## src/rtl/mem_port_arbiter.sv

```systemverilog
// mem_port_arbiter: shares one memory port between instruction fetch (IF) and
// MEM-stage data access (DM). DM has priority; a starvation counter forces an
// IF grant after STARVE_LIMIT consecutive DM grants with IF waiting. One
// transaction in flight; an IF flush drops a stale fetch response.
//
// Ports
//   clk, rst                   clock (rising edge), synchronous active-high reset
//   if_req/if_addr/if_flush    fetch request, address, redirect kill
//   if_valid/if_rdata          fetch response pulse and data
//   dm_req/dm_we/dm_addr/
//   dm_wdata/dm_be             data request, direction, address, write data, byte enables
//   dm_valid/dm_rdata          data completion pulse and read data (0 for writes)
//   mem_req/mem_we/mem_addr/
//   mem_wdata/mem_be           memory request (held until mem_ack) and payload
//   mem_ack/mem_rvalid/
//   mem_rdata                  memory accept, response strobe, response data
module mem_port_arbiter #(
    parameter int unsigned ADDR_W       = 32,
    parameter int unsigned DATA_W       = 32,
    parameter int unsigned STARVE_LIMIT = 4
) (
    input  logic                clk,
    input  logic                rst,
    input  logic                if_req,
    input  logic [ADDR_W-1:0]   if_addr,
    input  logic                if_flush,
    output logic                if_valid,
    output logic [DATA_W-1:0]   if_rdata,
    input  logic                dm_req,
    input  logic                dm_we,
    input  logic [ADDR_W-1:0]   dm_addr,
    input  logic [DATA_W-1:0]   dm_wdata,
    input  logic [DATA_W/8-1:0] dm_be,
    output logic                dm_valid,
    output logic [DATA_W-1:0]   dm_rdata,
    output logic                mem_req,
    output logic                mem_we,
    output logic [ADDR_W-1:0]   mem_addr,
    output logic [DATA_W-1:0]   mem_wdata,
    output logic [DATA_W/8-1:0] mem_be,
    input  logic                mem_ack,
    input  logic                mem_rvalid,
    input  logic [DATA_W-1:0]   mem_rdata
);

    localparam int unsigned BE_W  = DATA_W / 8;
    localparam int unsigned CNT_W = $clog2(STARVE_LIMIT + 1);

    localparam logic [1:0] ST_IDLE = 2'd0;
    localparam logic [1:0] ST_REQ  = 2'd1;
    localparam logic [1:0] ST_WAIT = 2'd2;
    localparam logic [1:0] ST_RESP = 2'd3;

    logic [1:0]        state,      state_d;
    logic              owner_dm,   owner_dm_d;
    logic [CNT_W-1:0]  starve_cnt, starve_cnt_d;
    logic              drop,       drop_d;
    logic              mem_req_d,  mem_we_d;
    logic [ADDR_W-1:0] mem_addr_d;
    logic [DATA_W-1:0] mem_wdata_d;
    logic [BE_W-1:0]   mem_be_d;
    logic              if_valid_d, dm_valid_d;
    logic [DATA_W-1:0] if_rdata_d, dm_rdata_d;

    logic if_elig_c;
    logic starved_c;
    logic dm_win_c;
    logic flush_hit_c;

    // Arbitration terms; a flushing IF cannot win nor force a grant this cycle.
    assign if_elig_c   = if_req & ~if_flush;
    assign starved_c   = (starve_cnt == CNT_W'(STARVE_LIMIT));
    assign dm_win_c    = dm_req & ~(if_elig_c & starved_c);
    assign flush_hit_c = ~owner_dm & if_flush;

    // State and registered outputs.
    always_ff @(posedge clk) begin
        if (rst) begin
            state      <= ST_IDLE;
            owner_dm   <= 1'b0;
            starve_cnt <= '0;
            drop       <= 1'b0;
            mem_req    <= 1'b0;
            mem_we     <= 1'b0;
            mem_addr   <= '0;
            mem_wdata  <= '0;
            mem_be     <= '0;
            if_valid   <= 1'b0;
            if_rdata   <= '0;
            dm_valid   <= 1'b0;
            dm_rdata   <= '0;
        end else begin
            state      <= state_d;
            owner_dm   <= owner_dm_d;
            starve_cnt <= starve_cnt_d;
            drop       <= drop_d;
            mem_req    <= mem_req_d;
            mem_we     <= mem_we_d;
            mem_addr   <= mem_addr_d;
            mem_wdata  <= mem_wdata_d;
            mem_be     <= mem_be_d;
            if_valid   <= if_valid_d;
            if_rdata   <= if_rdata_d;
            dm_valid   <= dm_valid_d;
            dm_rdata   <= dm_rdata_d;
        end
    end

    // Next-state and next-output logic.
    always_comb begin
        state_d      = state;
        owner_dm_d   = owner_dm;
        starve_cnt_d = starve_cnt;
        drop_d       = drop;
        mem_req_d    = mem_req;
        mem_we_d     = mem_we;
        mem_addr_d   = mem_addr;
        mem_wdata_d  = mem_wdata;
        mem_be_d     = mem_be;
        if_valid_d   = 1'b0;
        if_rdata_d   = if_rdata;
        dm_valid_d   = 1'b0;
        dm_rdata_d   = dm_rdata;

        case (state)
            ST_IDLE: begin
                if (dm_win_c) begin
                    state_d     = ST_REQ;
                    owner_dm_d  = 1'b1;
                    mem_req_d   = 1'b1;
                    mem_we_d    = dm_we;
                    mem_addr_d  = dm_addr;
                    mem_wdata_d = dm_wdata;
                    mem_be_d    = dm_be;
                    // Count DM wins while IF waits; saturate at the limit.
                    if (!if_req)
                        starve_cnt_d = '0;
                    else if (!starved_c)
                        starve_cnt_d = starve_cnt + CNT_W'(1);
                end else if (if_elig_c) begin
                    state_d      = ST_REQ;
                    owner_dm_d   = 1'b0;
                    mem_req_d    = 1'b1;
                    mem_we_d     = 1'b0;
                    mem_addr_d   = if_addr;
                    mem_wdata_d  = '0;
                    mem_be_d     = {BE_W{1'b1}};
                    starve_cnt_d = '0;
                end
            end
            ST_REQ: begin
                if (flush_hit_c)
                    drop_d = 1'b1;
                if (mem_ack) begin
                    state_d   = ST_WAIT;
                    mem_req_d = 1'b0;
                end
            end
            ST_WAIT: begin
                if (flush_hit_c)
                    drop_d = 1'b1;
                if (mem_rvalid) begin
                    state_d = ST_RESP;
                    if (owner_dm) begin
                        dm_valid_d = 1'b1;
                        dm_rdata_d = mem_we ? '0 : mem_rdata;
                    end else if (!(drop | flush_hit_c)) begin
                        // A flush in the response cycle still discards it.
                        if_valid_d = 1'b1;
                        if_rdata_d = mem_rdata;
                    end
                end
            end
            default: begin
                state_d = ST_IDLE;
                drop_d  = 1'b0;
            end
        endcase
    end

endmodule

```

## config.mk

```make
export PLATFORM = sky130hd
export DESIGN_NAME = mem_port_arbiter
export DESIGN_NICKNAME = d
export VERILOG_FILES = /design/src/rtl/mem_port_arbiter.sv
export SDC_FILE = /design/constraint.sdc
export NUM_CORES = 1
export LEC_CHECK = 0
export CORE_MARGIN = 2
export CORE_UTILIZATION = 27
export DETAILED_ROUTE_END_ITERATION = 8
export SLEW_MARGIN = 25
export SYNTH_ARGS = -nofsm -noshare
export SYNTH_HDL_FRONTEND = slang
export SYNTH_SLANG_ARGS = --single-unit
export TNS_END_PERCENT = 30
```

## constraint.sdc

```tcl
create_clock -name clk -period 2.1 [get_ports clk]
set_clock_uncertainty 0.1 [all_clocks]
set_input_delay 0.42 -clock clk [delete_from_list [all_inputs] [get_ports clk]]
set_output_delay 0.42 -clock clk [all_outputs]
set_load 0.02 [all_outputs]
```

==> run summary <==
## Worst hold path
- **Worst Hold Class** in -> reg

## Floorplanning
- **core area** 19650 um^2
- **number of core rows** 51
- **Die Span X** 146.1 um
- **starting density of the core** 0.2774
- **Die Footprint** 21350 um^2
- **Top Ports** 276
- **die height** 146.1 um

## Final layout
- **core utilization of the finished layout** 0.4686
- **Area growth, synth to finish** 68.88%
- **net total in the final layout** 1007
- **fraction of final layout cells sized beyond drive strength 1** 0.1181
- **antenna cell count** 0

## STA
- **final-report max-slew violation count** 0
- **post-route fraction of the period consumed by the critical path** 0.9318
- **unrepaired setup endpoints after global routing** no
- **Setup violations, final** 0
- **clock period minus worst slack** 1.957 ns
- **max frequency** 511.0 MHz
- **slew at the pin closest to its max-slew limit** 0.4897 ns
- **remaining max-slew budget at the tightest pin** 0.6684
- **final hold viol count** 0
- **setup slack after layout** 0.1431 ns

## Route
- **final routed DRC violation total** 0
- **number of DRC violations after detailed-routing iteration 0** 227
- **first-pass iteration count of the detailed router** 4
- **routed wire length** 18.08 mm
- **Via Count** 5186
- **final routed wire length divided by cell count** 15.90 um
- **number of routed nets with antenna violations** 0
- **vias per std cell** 4.561

## GRT
- **Tot GR Track Use** 0.1681
- **number of antenna violations at the first check in global routing** 0
- **first-pass GRT wire length** 28.64 mm
- **maximum number of pins on one net before global-route repair** 37
- **vias in the first global route** 5125
- **sum of overflow across all layers after global routing** 0

## Setup path
- **type of element capturing the critical path** primary output
- **slowest stage cell on the critical path** clkdlybuf4s50_1
- **Arr. time, crit path** 1.44 ns
- **number of buffer and inverter stages on the critical path** 1
- **sequence of cells on the critical path** clkdlybuf4s50_1
- **kind of start point of the critical path** flip-flop
- **critical path fanouts, max** 3
- **largest incremental delay on the critical path** 0.65 ns
- **setup slack on the worst flop-to-flop path** 0.29 ns
- **critical path data required time** 1.58 ns
- **kind of critical path** reg -> out
- **family with the most delay on the worst path** buffers and inverters

## Clock network
- **setup fix buffers added after clock tree synthesis** 0
- **number of buffers created by CTS** 17
- **number of buffers added to fix hold violations after cts** 0
- **clock latency of the later-clocked register in the worst-skew pair** 0.41 ns
- **maximum level of the CTS H-tree** 4
- **Clk Tree Root Cell** clkbuf_16
- **clock edge transition at the registers on the reported setup and hold paths** 0.06 ns
- **total clock sinks** 143
- **CTS-repair resized insts** 0
- **maximum clock path buffer count** 2
- **CTS tree** done

## Synthesis
- **Yosys reg bits** 143
- **number of synthesized flops with an enable pin** 0
- **warning count from the yosys run** 0
- **most numerous cell types in the synthesized netlist** 143 x dfxtp_1, 103 x nand2_1, 77 x nor2_1
- **dominant register cell in the synthesized netlist** dfxtp_1
- **number of instances in the synthesized netlist** 588
- **number of distinct library cells after synthesis** 41
- **average footprint of a synthesized cell** 9.273 um^2
- **library cell with the highest instance count after synthesis** dfxtp_1
- **top cell type's share of synthesized area** 0.5250
- **post-synthesis sequential area ratio** 0.5250
- **dominant cell type by area after synthesis** dfxtp_1
- **net count after synthesis** 734
- **Cell Area, Synth** 5453 um^2
- **Async SR Flop Fraction** 0
- **top area cells in the synthesized netlist** dfxtp_1 53%, nand2_1 7.1%, a211oi_2 6.9%

## Power and ir drop
- **maximum ir drop on the vdd rail** 0.0005782 V
- **PD cells** 1084 nW/um^2
- **static leakage** 3.345 nW

## Placed design
- **post-placement worst setup slack** -0.05337 ns
- **GP Congestion** 0.7965
- **DP HPWL** 12.42 mm
- **number of buffers inserted by port buffering** 275

## Run
- **reported max-cap violation count** 0

## Run status
- **run status** finished, final reports clean

-- path summary, 6_finish.rpt --
check / start / endpoint / depth (start not counted)
worst min register to register: if_rdata[30] / if_rdata[30] / 2
worst min-delay path: rst / mem_wdata[26] / 2
worst max register to register: state[0] / if_rdata[4] / 7
worst max-delay path: mem_we / mem_we / 1
-- layer usage --
layer | up-vias | GRT usage | wire [um]
met4 | 0 | 0.06359 | 372
met2 | 171 | 0.2726 | 8469
met3 | 25 | 0.05125 | 1221
li1 | 2587 | - | -
met1 | 2403 | 0.2105 | 8014
met5 | - | 0 | 0
-- report_power, final --
group	switching [mW]	leakage (nW)	internal (mW)
clock	1.18	0.271	1.84
sequential	0.247	1.17	3.15
combinational	1.91	1.91	1.67
-- state kept, by name, summed over array words and instances (netlist names) --
register    count
dm_rdata       32
if_rdata       32
mem_addr       32
mem_wdata      32
mem_be          4
starve_cnt      3
state           2
dm_valid        1
drop            1
if_valid        1
mem_req         1
mem_we          1
owner_dm        1
-- cells in the final DEF (no fill, tap or decap), drive strengths merged --
cell / synthesis / routed
and3: 1 / 1
buf: 30 / 29
nor4: 1 / 1
mux2i: 1 / 1
a31oi: 2 / 2
clkbuf: 19 / 22
clkinvlp: 0 / 4
nor2b: 2 / 2
o21a: 1 / 1
or4: 1 / 1
nand4b: 2 / 2
nand4: 2 / 2
a41oi: 1 / 1
nor3: 11 / 11
and2: 1 / 1
a21oi: 69 / 69
o21ai: 2 / 2
a22oi: 33 / 33
clkdlybuf4s50: 0 / 274
nand2: 104 / 104
nor2: 77 / 77
ha: 6 / 6
a22o: 32 / 32
clkinv: 0 / 1
o22ai: 1 / 1
or3: 2 / 2
inv: 6 / 7
dfxtp: 143 / 143
o211ai: 1 / 1
a211oi: 32 / 32
o311ai: 2 / 2
bufinv: 0 / 2
nand3: 1 / 1
nand2b: 2 / 2
-- kinds of logic (layout without fill, tap and decap cells) --
group	Yosys count	after routing	share of synthesized area
buffers and inverters	55	339	0.05140
multiplexers	1	1	0.001836
AO/OA/AOI/OAI	176	176	0.2522
flip-flops	143	143	0.5250
adder cells (fa/ha/maj)	6	6	0.01377
AND/OR/NAND/NOR	207	207	0.1558
-- area by class of cell --
class,instances,area [um^2]
fillers,1926,10450
repair buffers,303,3073
flip-flops and latches,143,2863
multi-input cells,390,2337
clock buffers,22,474.2
well taps,265,331.6
clock inverters,8,107.6
inverters,6,22.52
-- metrics by stage --
stage          setup TNS [ns]  power, mW  cell area [um^2]  instances  hold slack, ns
2_1_floorplan               0      5.417              5453        588          0.3486
3_3_place_gp         -0.08568      7.022              8627       1107          0.3401
3_5_place_dp           -1.212      7.045              8627       1107          0.3465
4_1_cts                     0      10.09              9209       1137          0.2021
5_1_grt                     0      10.55              9209       1137          0.2066
6_report                    0      9.984              9209       1137          0.2089
-- worst reg2reg max path, stage by stage, from the launching register on --
cell and delay (ns):
dfxtp_1 0.34, inv_1 0.09, ha_1 0.25, nand2_1 0.09, or4_1 0.46, buf_12 0.20, nand2_1 0.09, a21oi_1 0.06
No activity file was read; power rests on OpenSTA's default activity.
